`src/rtl/uart_pkg.sv`:
```
// Shared UART definitions: FSM state encodings, parity-mode codes and the
// default oversampling ratio. Used by both the receiver and the transmitter.
package uart_pkg;

  typedef enum logic [2:0] {
    ST_IDLE   = 3'd0,
    ST_START  = 3'd1,
    ST_DATA   = 3'd2,
    ST_PARITY = 3'd3,
    ST_STOP   = 3'd4
  } uart_state_e;

  typedef logic [1:0] parity_mode_t;

  localparam parity_mode_t PAR_NONE     = 2'b00;
  localparam parity_mode_t PAR_ODD      = 2'b01;
  localparam parity_mode_t PAR_EVEN     = 2'b10;
  localparam parity_mode_t PAR_NONE_ALT = 2'b11;

  localparam int DEFAULT_OVERSAMPLE = 16;

  // True when the frame carries a parity bit (odd or even mode).
  function automatic logic parity_enabled(parity_mode_t mode);
    return (mode == PAR_ODD) || (mode == PAR_EVEN);
  endfunction

endpackage

```
`src/rtl/uart_rx_sequencer_if.sv`:
```
// Signal bundle between the baud generator / serial line and the receive
// buffer. The master side feeds ticks and the line; the slave side is the
// frame sequencer.
interface uart_rx_sequencer_if
  import uart_pkg::*;
#(
  parameter int DATA_BITS = 8
);

  logic                 baudTick;
  logic                 rxIn;
  parity_mode_t         parityMode;
  logic [DATA_BITS-1:0] dataOut;
  logic                 dataValid;
  logic                 parityError;
  logic                 frameError;
  logic                 busy;

  modport master (
    output baudTick, rxIn, parityMode,
    input  dataOut, dataValid, parityError, frameError, busy
  );

  modport slave (
    input  baudTick, rxIn, parityMode,
    output dataOut, dataValid, parityError, frameError, busy
  );

endinterface

```
`src/rtl/uart_sync2.sv`:
```
// Two-flop synchronizer for a single asynchronous input. Both flops load
// RESET_VAL on reset so the output starts at the line's idle level.
module uart_sync2 #(
  parameter logic RESET_VAL = 1'b1
) (
  input  logic clock,
  input  logic rst,
  input  logic d,
  output logic q
);

  logic meta_reg;
  logic sync_reg;

  // Shift the raw input through two flops to settle metastability.
  always_ff @(posedge clock) begin
    if (rst) begin
      meta_reg <= RESET_VAL;
      sync_reg <= RESET_VAL;
    end else begin
      meta_reg <= d;
      sync_reg <= meta_reg;
    end
  end

  assign q = sync_reg;

endmodule

```
`src/rtl/uart_rx_sequencer.sv`:
```
// UART receive frame sequencer: qualifies the start bit at mid-bit, samples
// each data bit (LSB first), the optional parity bit and the stop bit at the
// middle of their bit periods, and publishes the byte plus error flags with a
// one-clock dataValid pulse. All progress is gated by baudTick.
module uart_rx_sequencer
  import uart_pkg::*;
#(
  parameter int DATA_BITS  = 8,
  parameter int OVERSAMPLE = DEFAULT_OVERSAMPLE
) (
  input  logic                clock,
  input  logic                rst,
  uart_rx_sequencer_if.slave  bus
);

  localparam int TW   = $clog2(OVERSAMPLE);
  localparam int BW   = (DATA_BITS > 1) ? $clog2(DATA_BITS) : 1;
  localparam logic [TW-1:0] HALF_LAST = TW'(OVERSAMPLE / 2 - 1);
  localparam logic [TW-1:0] FULL_LAST = TW'(OVERSAMPLE - 1);
  localparam logic [BW-1:0] BIT_LAST  = BW'(DATA_BITS - 1);

  logic rx_sync;

  uart_sync2 #(.RESET_VAL(1'b1)) u_sync (
    .clock (clock),
    .rst   (rst),
    .d     (bus.rxIn),
    .q     (rx_sync)
  );

  uart_state_e          state_reg,     state_next;
  logic [TW-1:0]        tick_cnt_reg,  tick_cnt_next;
  logic [BW-1:0]        bit_cnt_reg,   bit_cnt_next;
  logic [DATA_BITS-1:0] shift_reg_reg, shift_reg_next;
  logic                 par_acc_reg,   par_acc_next;
  parity_mode_t         mode_reg,      mode_next;
  logic [DATA_BITS-1:0] data_out_reg,  data_out_next;
  logic                 valid_reg,     valid_next;
  logic                 par_err_reg,   par_err_next;
  logic                 frame_err_reg, frame_err_next;

  // State, counters, datapath and output registers.
  always_ff @(posedge clock) begin
    if (rst) begin
      state_reg     <= ST_IDLE;
      tick_cnt_reg  <= '0;
      bit_cnt_reg   <= '0;
      shift_reg_reg <= '0;
      par_acc_reg   <= 1'b0;
      mode_reg      <= PAR_NONE;
      data_out_reg  <= '0;
      valid_reg     <= 1'b0;
      par_err_reg   <= 1'b0;
      frame_err_reg <= 1'b0;
    end else begin
      state_reg     <= state_next;
      tick_cnt_reg  <= tick_cnt_next;
      bit_cnt_reg   <= bit_cnt_next;
      shift_reg_reg <= shift_reg_next;
      par_acc_reg   <= par_acc_next;
      mode_reg      <= mode_next;
      data_out_reg  <= data_out_next;
      valid_reg     <= valid_next;
      par_err_reg   <= par_err_next;
      frame_err_reg <= frame_err_next;
    end
  end

  // Next-state logic; nothing moves unless baudTick is high.
  always_comb begin
    state_next     = state_reg;
    tick_cnt_next  = tick_cnt_reg;
    bit_cnt_next   = bit_cnt_reg;
    shift_reg_next = shift_reg_reg;
    par_acc_next   = par_acc_reg;
    mode_next      = mode_reg;
    data_out_next  = data_out_reg;
    valid_next     = 1'b0;
    par_err_next   = par_err_reg;
    frame_err_next = frame_err_reg;

    if (bus.baudTick) begin
      case (state_reg)
        ST_IDLE: begin
          if (!rx_sync) begin
            state_next    = ST_START;
            tick_cnt_next = '0;
            mode_next     = bus.parityMode;
          end
        end

        ST_START: begin
          if (tick_cnt_reg == HALF_LAST) begin
            tick_cnt_next = '0;
            if (!rx_sync) begin
              state_next   = ST_DATA;
              bit_cnt_next = '0;
              par_acc_next = 1'b0;
            end else begin
              state_next = ST_IDLE;  // false start: line went back high
            end
          end else begin
            tick_cnt_next = tick_cnt_reg + TW'(1);
          end
        end

        ST_DATA: begin
          if (tick_cnt_reg == FULL_LAST) begin
            tick_cnt_next  = '0;
            shift_reg_next = {rx_sync, shift_reg_reg[DATA_BITS-1:1]};
            par_acc_next   = par_acc_reg ^ rx_sync;
            bit_cnt_next   = bit_cnt_reg + BW'(1);
            if (bit_cnt_reg == BIT_LAST) begin
              state_next = parity_enabled(mode_reg) ? ST_PARITY : ST_STOP;
            end
          end else begin
            tick_cnt_next = tick_cnt_reg + TW'(1);
          end
        end

        ST_PARITY: begin
          if (tick_cnt_reg == FULL_LAST) begin
            tick_cnt_next = '0;
            par_acc_next  = par_acc_reg ^ rx_sync;
            state_next    = ST_STOP;
          end else begin
            tick_cnt_next = tick_cnt_reg + TW'(1);
          end
        end

        ST_STOP: begin
          if (tick_cnt_reg == FULL_LAST) begin
            // Leave at mid-stop-bit so a following start edge is seen.
            tick_cnt_next  = '0;
            state_next     = ST_IDLE;
            data_out_next  = shift_reg_reg;
            frame_err_next = !rx_sync;
            // par_acc holds XOR of data and parity: even wants 0, odd wants 1.
            par_err_next   = parity_enabled(mode_reg) &&
                             ((mode_reg == PAR_EVEN) ? par_acc_reg : !par_acc_reg);
            valid_next     = 1'b1;
          end else begin
            tick_cnt_next = tick_cnt_reg + TW'(1);
          end
        end

        default: begin
          state_next    = ST_IDLE;
          tick_cnt_next = '0;
        end
      endcase
    end
  end

  assign bus.dataOut     = data_out_reg;
  assign bus.dataValid   = valid_reg;
  assign bus.parityError = par_err_reg;
  assign bus.frameError  = frame_err_reg;
  assign bus.busy        = (state_reg != ST_IDLE);

endmodule

```
`src/flat_wrapper.sv`:
```
// flat-port wrapper written by rule: the top's interface ports become plain ports
module uart_rx_sequencer_flat import uart_pkg::*;
#(
  parameter int DATA_BITS  = 8,
  parameter int OVERSAMPLE = DEFAULT_OVERSAMPLE
)
  (clock, rst, bus_baudTick, bus_rxIn, bus_parityMode, bus_dataOut, bus_dataValid, bus_parityError, bus_frameError, bus_busy);
  uart_rx_sequencer_if #(.DATA_BITS(DATA_BITS)) bus_i ();
  input  logic clock;
  input  logic rst;
  input wire logic [$bits(bus_i.baudTick)-1:0] bus_baudTick;
  input wire logic [$bits(bus_i.rxIn)-1:0] bus_rxIn;
  input wire logic [$bits(bus_i.parityMode)-1:0] bus_parityMode;
  output wire logic [$bits(bus_i.dataOut)-1:0] bus_dataOut;
  output wire logic [$bits(bus_i.dataValid)-1:0] bus_dataValid;
  output wire logic [$bits(bus_i.parityError)-1:0] bus_parityError;
  output wire logic [$bits(bus_i.frameError)-1:0] bus_frameError;
  output wire logic [$bits(bus_i.busy)-1:0] bus_busy;
  assign bus_i.baudTick = bus_baudTick;
  assign bus_i.rxIn = bus_rxIn;
  assign bus_i.parityMode = bus_parityMode;
  assign bus_dataOut = bus_i.dataOut;
  assign bus_dataValid = bus_i.dataValid;
  assign bus_parityError = bus_i.parityError;
  assign bus_frameError = bus_i.frameError;
  assign bus_busy = bus_i.busy;
  uart_rx_sequencer #(.DATA_BITS(DATA_BITS), .OVERSAMPLE(OVERSAMPLE)) u_core (.clock(clock), .rst(rst), .bus(bus_i));
endmodule
```
`config.mk`:
```
export PLATFORM = sky130hd
export DESIGN_NAME = uart_rx_sequencer_flat
export DESIGN_NICKNAME = d
export VERILOG_FILES = /design/src/rtl/uart_pkg.sv /design/src/rtl/uart_rx_sequencer_if.sv /design/src/rtl/uart_sync2.sv /design/src/rtl/uart_rx_sequencer.sv /design/src/flat_wrapper.sv
export SDC_FILE = /design/constraint.sdc
export NUM_CORES = 1
export LEC_CHECK = 0
export ABC_AREA = 0
export CORE_UTILIZATION = 49
export DETAILED_ROUTE_END_ITERATION = 10
export PLACE_DENSITY = 0.79
export SYNTH_ARGS = -nofsm -noshare
export SYNTH_HDL_FRONTEND = slang
export SYNTH_SLANG_ARGS = --single-unit
```
`constraint.sdc`:
```
create_clock -name clock -period 2.15 [get_ports clock]
set_clock_uncertainty 0.2 [all_clocks]
set_input_delay 0.215 -clock clock [delete_from_list [all_inputs] [get_ports clock]]
set_output_delay 0.215 -clock clock [all_outputs]
set_load 0.1 [all_outputs]
```
Word level (Yosys, flattened, before mapping)

Index checks and enable logic that the tools add are counted.

Flip-flop bits (word level): 34
Bits of input ports: 6
Output and inout port bits: 12
Word-level logic and storage cells: 76

Eq/ne operators: 17
Muxes and demuxes: 23
Reduce and logical (&&, ||, !) cells: 18
Add/sub/neg operators: 2
Bitwise logic cells: 4

Operators with widths:

| kind                | count |
|---|---|
| $mux 3              | 10 |
| $pmux 3 s5          | 1 |
| $mux 4              | 3 |
| $ne 2x1->1 const B  | 6 |
| $pmux 4 s3          | 1 |
| $reduce_and 5->1    | 2 |
| $reduce_and 3->1    | 3 |
| $reduce_and 7->1    | 1 |
| $eq 3x2->1 const B  | 2 |
| $eq 3x3->1 const B  | 2 |
| $pmux 3 s2          | 1 |
| $reduce_or 3->1     | 2 |
| $mux 1              | 5 |
| $add 4x1->4 const B | 1 |
| $eq 4x3->1 const B  | 1 |
| $eq 4x4->1 const B  | 1 |
| $ne 2x2->1 const B  | 2 |
| $reduce_bool 2->1   | 2 |
| $add 3x1->3 const B | 1 |
| $eq 3x1->1 const B  | 1 |
| $logic_not 3->1     | 1 |
| $not 1->1           | 3 |
| $reduce_bool 3->1   | 1 |
| $eq 2x1->1 const B  | 1 |
| other kinds (9)     | 10 |

Logic depth before layout (Yosys ltp)

Depth after elaboration: 6
Mapped depth: 6
Mapped depth without buffers: 6

Modules after synthesis

From an unflattened synthesis, not the netlist that was laid out.

Cells, all modules: 166
Area, all modules: 1,581.5 um^2

By module, submodules not included:

| module            | cells an instance | sequential area each (um^2) | instances | area an instance (um^2) |
|---|---|---|---|---|
| uart_rx_sequencer | 162               | 640.6                       | 1         | 1,529.0 |
| uart_sync2        | 4                 | 40.0                        | 1         | 52.6 |

Least setup slack after synthesis

Ideal clock, no wire load.

Path kind: register to register
Start point: register u_core.state_reg[1]
End point: register u_core.tick_cnt_reg[3]
Stages on the path, launching flop included: 7
Buffers on the path: 1
Arrival: 1.876 ns
Path slack: 0.000 ns
Period minus slack after synthesis: 2.150 ns
Setup time: 0.074 ns
Required time: 1.876 ns
Path through: dfxtp_1 > buf_4 > nor3_1 > inv_1 > o21ai_2 > a2111o_1 > a31oi_1

Word-level cells in the longest chain between the ends: 3
Elaborated cells between the ends (all ways): 9
Classes of those cells: eq/ne: 5; mux: 1; reduce/logical: 3

Ends and longest elaborated chain:

| item                                                                  | line                    | source |
|---|---|---|
| start: declaration                                                    | uart_rx_sequencer.sv:31 | `uart_state_e state_reg, state_next;` |
| start signal: assignment                                              | uart_rx_sequencer.sv:56 | `state_reg <= state_next;` |
| $eq 3x2->1, or another cell as far along                              | uart_rx_sequencer.sv:83 | `case (state_reg)` |
| $reduce_or 3->1 (no source line) / $ne 2x2->1 (equally long branches) | n/a                     |  |
| $pmux 4 s3 / $reduce_and 2->1 (equally long branches)                 | n/a                     |  |
| end signal: assignment                                                | uart_rx_sequencer.sv:57 | `tick_cnt_reg <= tick_cnt_next;` |
| end: declaration                                                      | uart_rx_sequencer.sv:32 | `logic [TW-1:0] tick_cnt_reg, tick_cnt_next;` |

Parallel ways exist; a longest one is shown, timed or not.
A chain may end at the register's enable or synchronous reset.

Final worst setup path

Start point: register u_core.state_reg[0]
End point: output bus_busy

Word-level cells in the longest chain between the ends: 1

Ends and longest elaborated chain:

| item              | line                     | source |
|---|---|---|
| $reduce_bool 3->1 | uart_rx_sequencer.sv:159 | `assign bus.busy = (state_reg != ST_IDLE);` |
| end: declaration  | flat_wrapper.sv:18       | `output wire logic [$bits(bus_i.busy)-1:0] bus_busy;` |

No other way between the ends.

==> key figures <==
Run status
  • Status: finished clean

Power
  • Leakage: 0.699 nW
  • Sequential share of power: 53.6%
  • Logic pwr share: 6.3%
  • Clock share of power: 40.1%
  • P_int: 0.000937 W
  • Cell area power density: 654 mW/mm²
  • Switching share of power: 21.6%
  • Peak VDD IR: 379 µV
  • NetSw: 0.000258 W

Die
  • Height of the die: 57.9 µm
  • Die ar.: 0.00335 mm²
  • CORE AREA: 0.00285 mm²
  • Die W: 57.9 µm
  • Initial core utilization: 53.6%
  • Boundary Pins: 18
  • Row cnt: 19

Critical path
  • Cells on worst reg2reg path: 4
  • Worst Path Arrival: 1.59 ns
  • Critical Path Max Stage Delay: 0.46 ns
  • Crit-path slowest cell: dfxtp_1
  • Crit path cell chain: nor3_1 > inv_1 > buf_12
  • CP Buf/Inv Count: 2
  • R2R Setup Slk: 0.17 ns
  • R2R Path Start: u_core.state_reg[0]$_SDFFE_PP0P_
  • WP data required: 1.74 ns
  • Setup crit start kind: register
  • CP Capture Type: output pin
  • Worst-path maximum fanout: 14
  • Crit path max-delay family: flip-flops
  • CP Class: register to output pin
  • RR Endpoint: u_core.state_reg[0]$_SDFFE_PP0P_

Synthesis
  • Dominant cell type by area after synthesis: dfxtp_1
  • Distinct cells, synth: 42
  • Synth warn: 0
  • Post-synth top area share: 44.5%
  • Commonest cells in the synthesized netlist: 34 x dfxtp_1, 25 x nor2_1, 19 x mux2i_1
  • Top post-synthesis cells by area: dfxtp_1 44%, mux2i_1 12%, nor2_1 6.1%
  • Syn nets: 175
  • EDFF count, synth: 0
  • Syn Std Cell Area: 0.00153 mm²
  • Cells after Synth: 165
  • Ys flop type: dfxtp_1
  • Sequential share of the synthesized area: 44.5%
  • Mean post-synth cell area: 9.27 µm²
  • #FFs+latches synth: 34
  • Ys async rst share: 0%
  • Most common cell in the netlist: dfxtp_1

Place
  • Buffers on Ports: 17
  • Post-DP HPWL: 2.12 mm
  • Routability cong.: 0.893
  • DP Area: 0.00174 mm²

STA
  • Fin crit share: 93.2%
  • Unrepaired setup endpoints after global routing: no
  • Relative slew margins: 71.4%
  • Hold slack: 0.220 ns
  • Slew Viols, Final: 0
  • Fin crit period: 2.00 ns
  • Final setup TNS: 0 ns
  • Final number of setup-violating endpoints: 0
  • Fmax: 499 MHz
  • Slew at the pin with the worst max-slew slack: 0.428 ns
  • Final hold vios: 0

Clock network
  • Reg clk slew, reported paths: 0.11 ns
  • CTS tree: done
  • Hold Buf Count CTS: 0
  • Clk root buf: clkbuf_4
  • H-tree Lvls: 2
  • Worst-Skew Late Latency: 0.34 ns
  • CTS sink cnt: 34
  • Clock Tree Buf Depth: 2
  • CTS Buf Count: 5
  • Post-CTS setup buffers: 0

Cells and area
  • Diode count: 0
  • Fillers: 249
  • Layout cells sized above 1: 19.7%
  • Syn-to-layout area delta: 19.5%
  • Post-layout util: 64.1%
  • Final instance area: 0.00183 mm²
  • Final net count: 198

Routing
  • Drt total wl: 3.07 mm
  • DRT Pass-1 Iters: 4
  • First DRT Iteration DRCs: 57
  • Antenna-violating nets left: 0
  • Drt via density: 5.89
  • Routed wire length per instance: 14.0 µm
  • DR vias: 1289
  • DRC viols: 0

Job
  • Total of max-cap violations: 0

Hold path
  • Worst Hold Class: register to register
  • Worst Hold Endpoint: u_core.u_sync.q$_SDFF_PP1_
  • Hold_sp: u_core.u_sync.meta_reg$_SDFF_PP1_
  • Worst hold path stage count: 1

Global route
  • Initial antenna violation count: 0
  • GRT Resource Usage Total: 20.6%
  • Overflow after GRT: 0
  • Global-route wire length before repair: 5.20 mm
  • Largest net degree at the start of global routing: 19
  • Number of global-route vias before repair: 1194
[per-stage QoR]
step | cells | setup slack, ns | total power, W
6_report | 219 | 0.145 | 0.00119
5_1_grt | 219 | 0.0190 | 0.00124
4_1_cts | 219 | 0.0865 | 0.00120
3_5_place_dp | 212 | 0.122 | 0.000728
3_3_place_gp | 212 | 0.189 | 0.000726
2_1_floorplan | 165 | 0.0000642 | 0.000697
[cells by family after synthesis]
| family | share of synthesized area (%) |
|---|---|
| muxes | 13.2 |
| and+or+nand+nor | 21.6 |
| buffers and inverters | 4.25 |
| adders and majority gates | 3.27 |
| AOI/OAI and AO/OA | 12.7 |
| xor gates and xnor gates | 0.572 |
| DFF | 44.5 |
[repair_timing]
action | 4_1_cts | 5_1_grt
endpoints found under the setup margin | 0 | 1
hold endpoints to repair | 0 | 0
resized for setup | 0 | 1
[worst max path at each step]
stage                                       startpoint                                  end  slack (ns)  cells after the start
finish                u_core.state_reg[0]$_SDFFE_PP0P_                             bus_busy        0.15                      3
global route          u_core.state_reg[0]$_SDFFE_PP0P_                             bus_busy        0.02                      3
CTS                 u_core.bit_cnt_reg[0]$_SDFFE_PP0P_     u_core.state_reg[0]$_SDFFE_PP0P_        0.09                      6
detailed placement  u_core.bit_cnt_reg[0]$_SDFFE_PP0P_     u_core.state_reg[0]$_SDFFE_PP0P_        0.12                      6
global placement    u_core.bit_cnt_reg[0]$_SDFFE_PP0P_     u_core.state_reg[0]$_SDFFE_PP0P_        0.19                      6
floorplan             u_core.state_reg[1]$_SDFFE_PP0P_  u_core.tick_cnt_reg[3]$_SDFFE_PP0P_     0.00006                      6
[worst reg2reg max path, stage by stage, from the launching register on]
cell	delay (ns)
dfxtp_1	0.46
or3b_4	0.48
a32oi_1	0.21
or3_1	0.21
mux2_2	0.34
[cell usage in the layout (no fill, tap or decap), types with 5 or more instances in the layout]
cell type         n
nand2b_1          5
nand3_1           5
mux2i_1          19
nor2_1           25
buf_4            20
dfxtp_1          34
clkbuf_4          5
nand2_1           7
a21oi_1           8
clkdlybuf4s50_1   5
[cell type report]
cell class	count	area [µm²]	share of cell area, %
clock buffer	6	51.3	2.81
inverter	4	15.0	0.821
clock inverter	1	30.0	1.64
multi-input combinational	117	792	43.3
tap	31	38.8	2.12
timing repair buffer	26	220	12.0
sequential	34	681	37.2
[power by group through the flow]
stage	registers (W)	logic, W	clock network, W
final	0.000641	0.0000750	0.000479
after global routing	0.000642	0.0000811	0.000513
after CTS	0.000640	0.0000737	0.000490
after detailed placement	0.000655	0.0000730	0
after global placement	0.000655	0.0000711	0
after floorplan	0.000651	0.0000463	0
[layer usage]
metal	track usage, %	part of all wire (%)	wire length (µm)	vias to the layer above
li1	-	-	-	635
met1	26.1	44	1370	599
met2	31.2	47	1440	45
met3	6.03	5.6	173	10
met4	11.9	2.9	88	0
met5	0	0	0	-
(Power assumes the default switching activity.)
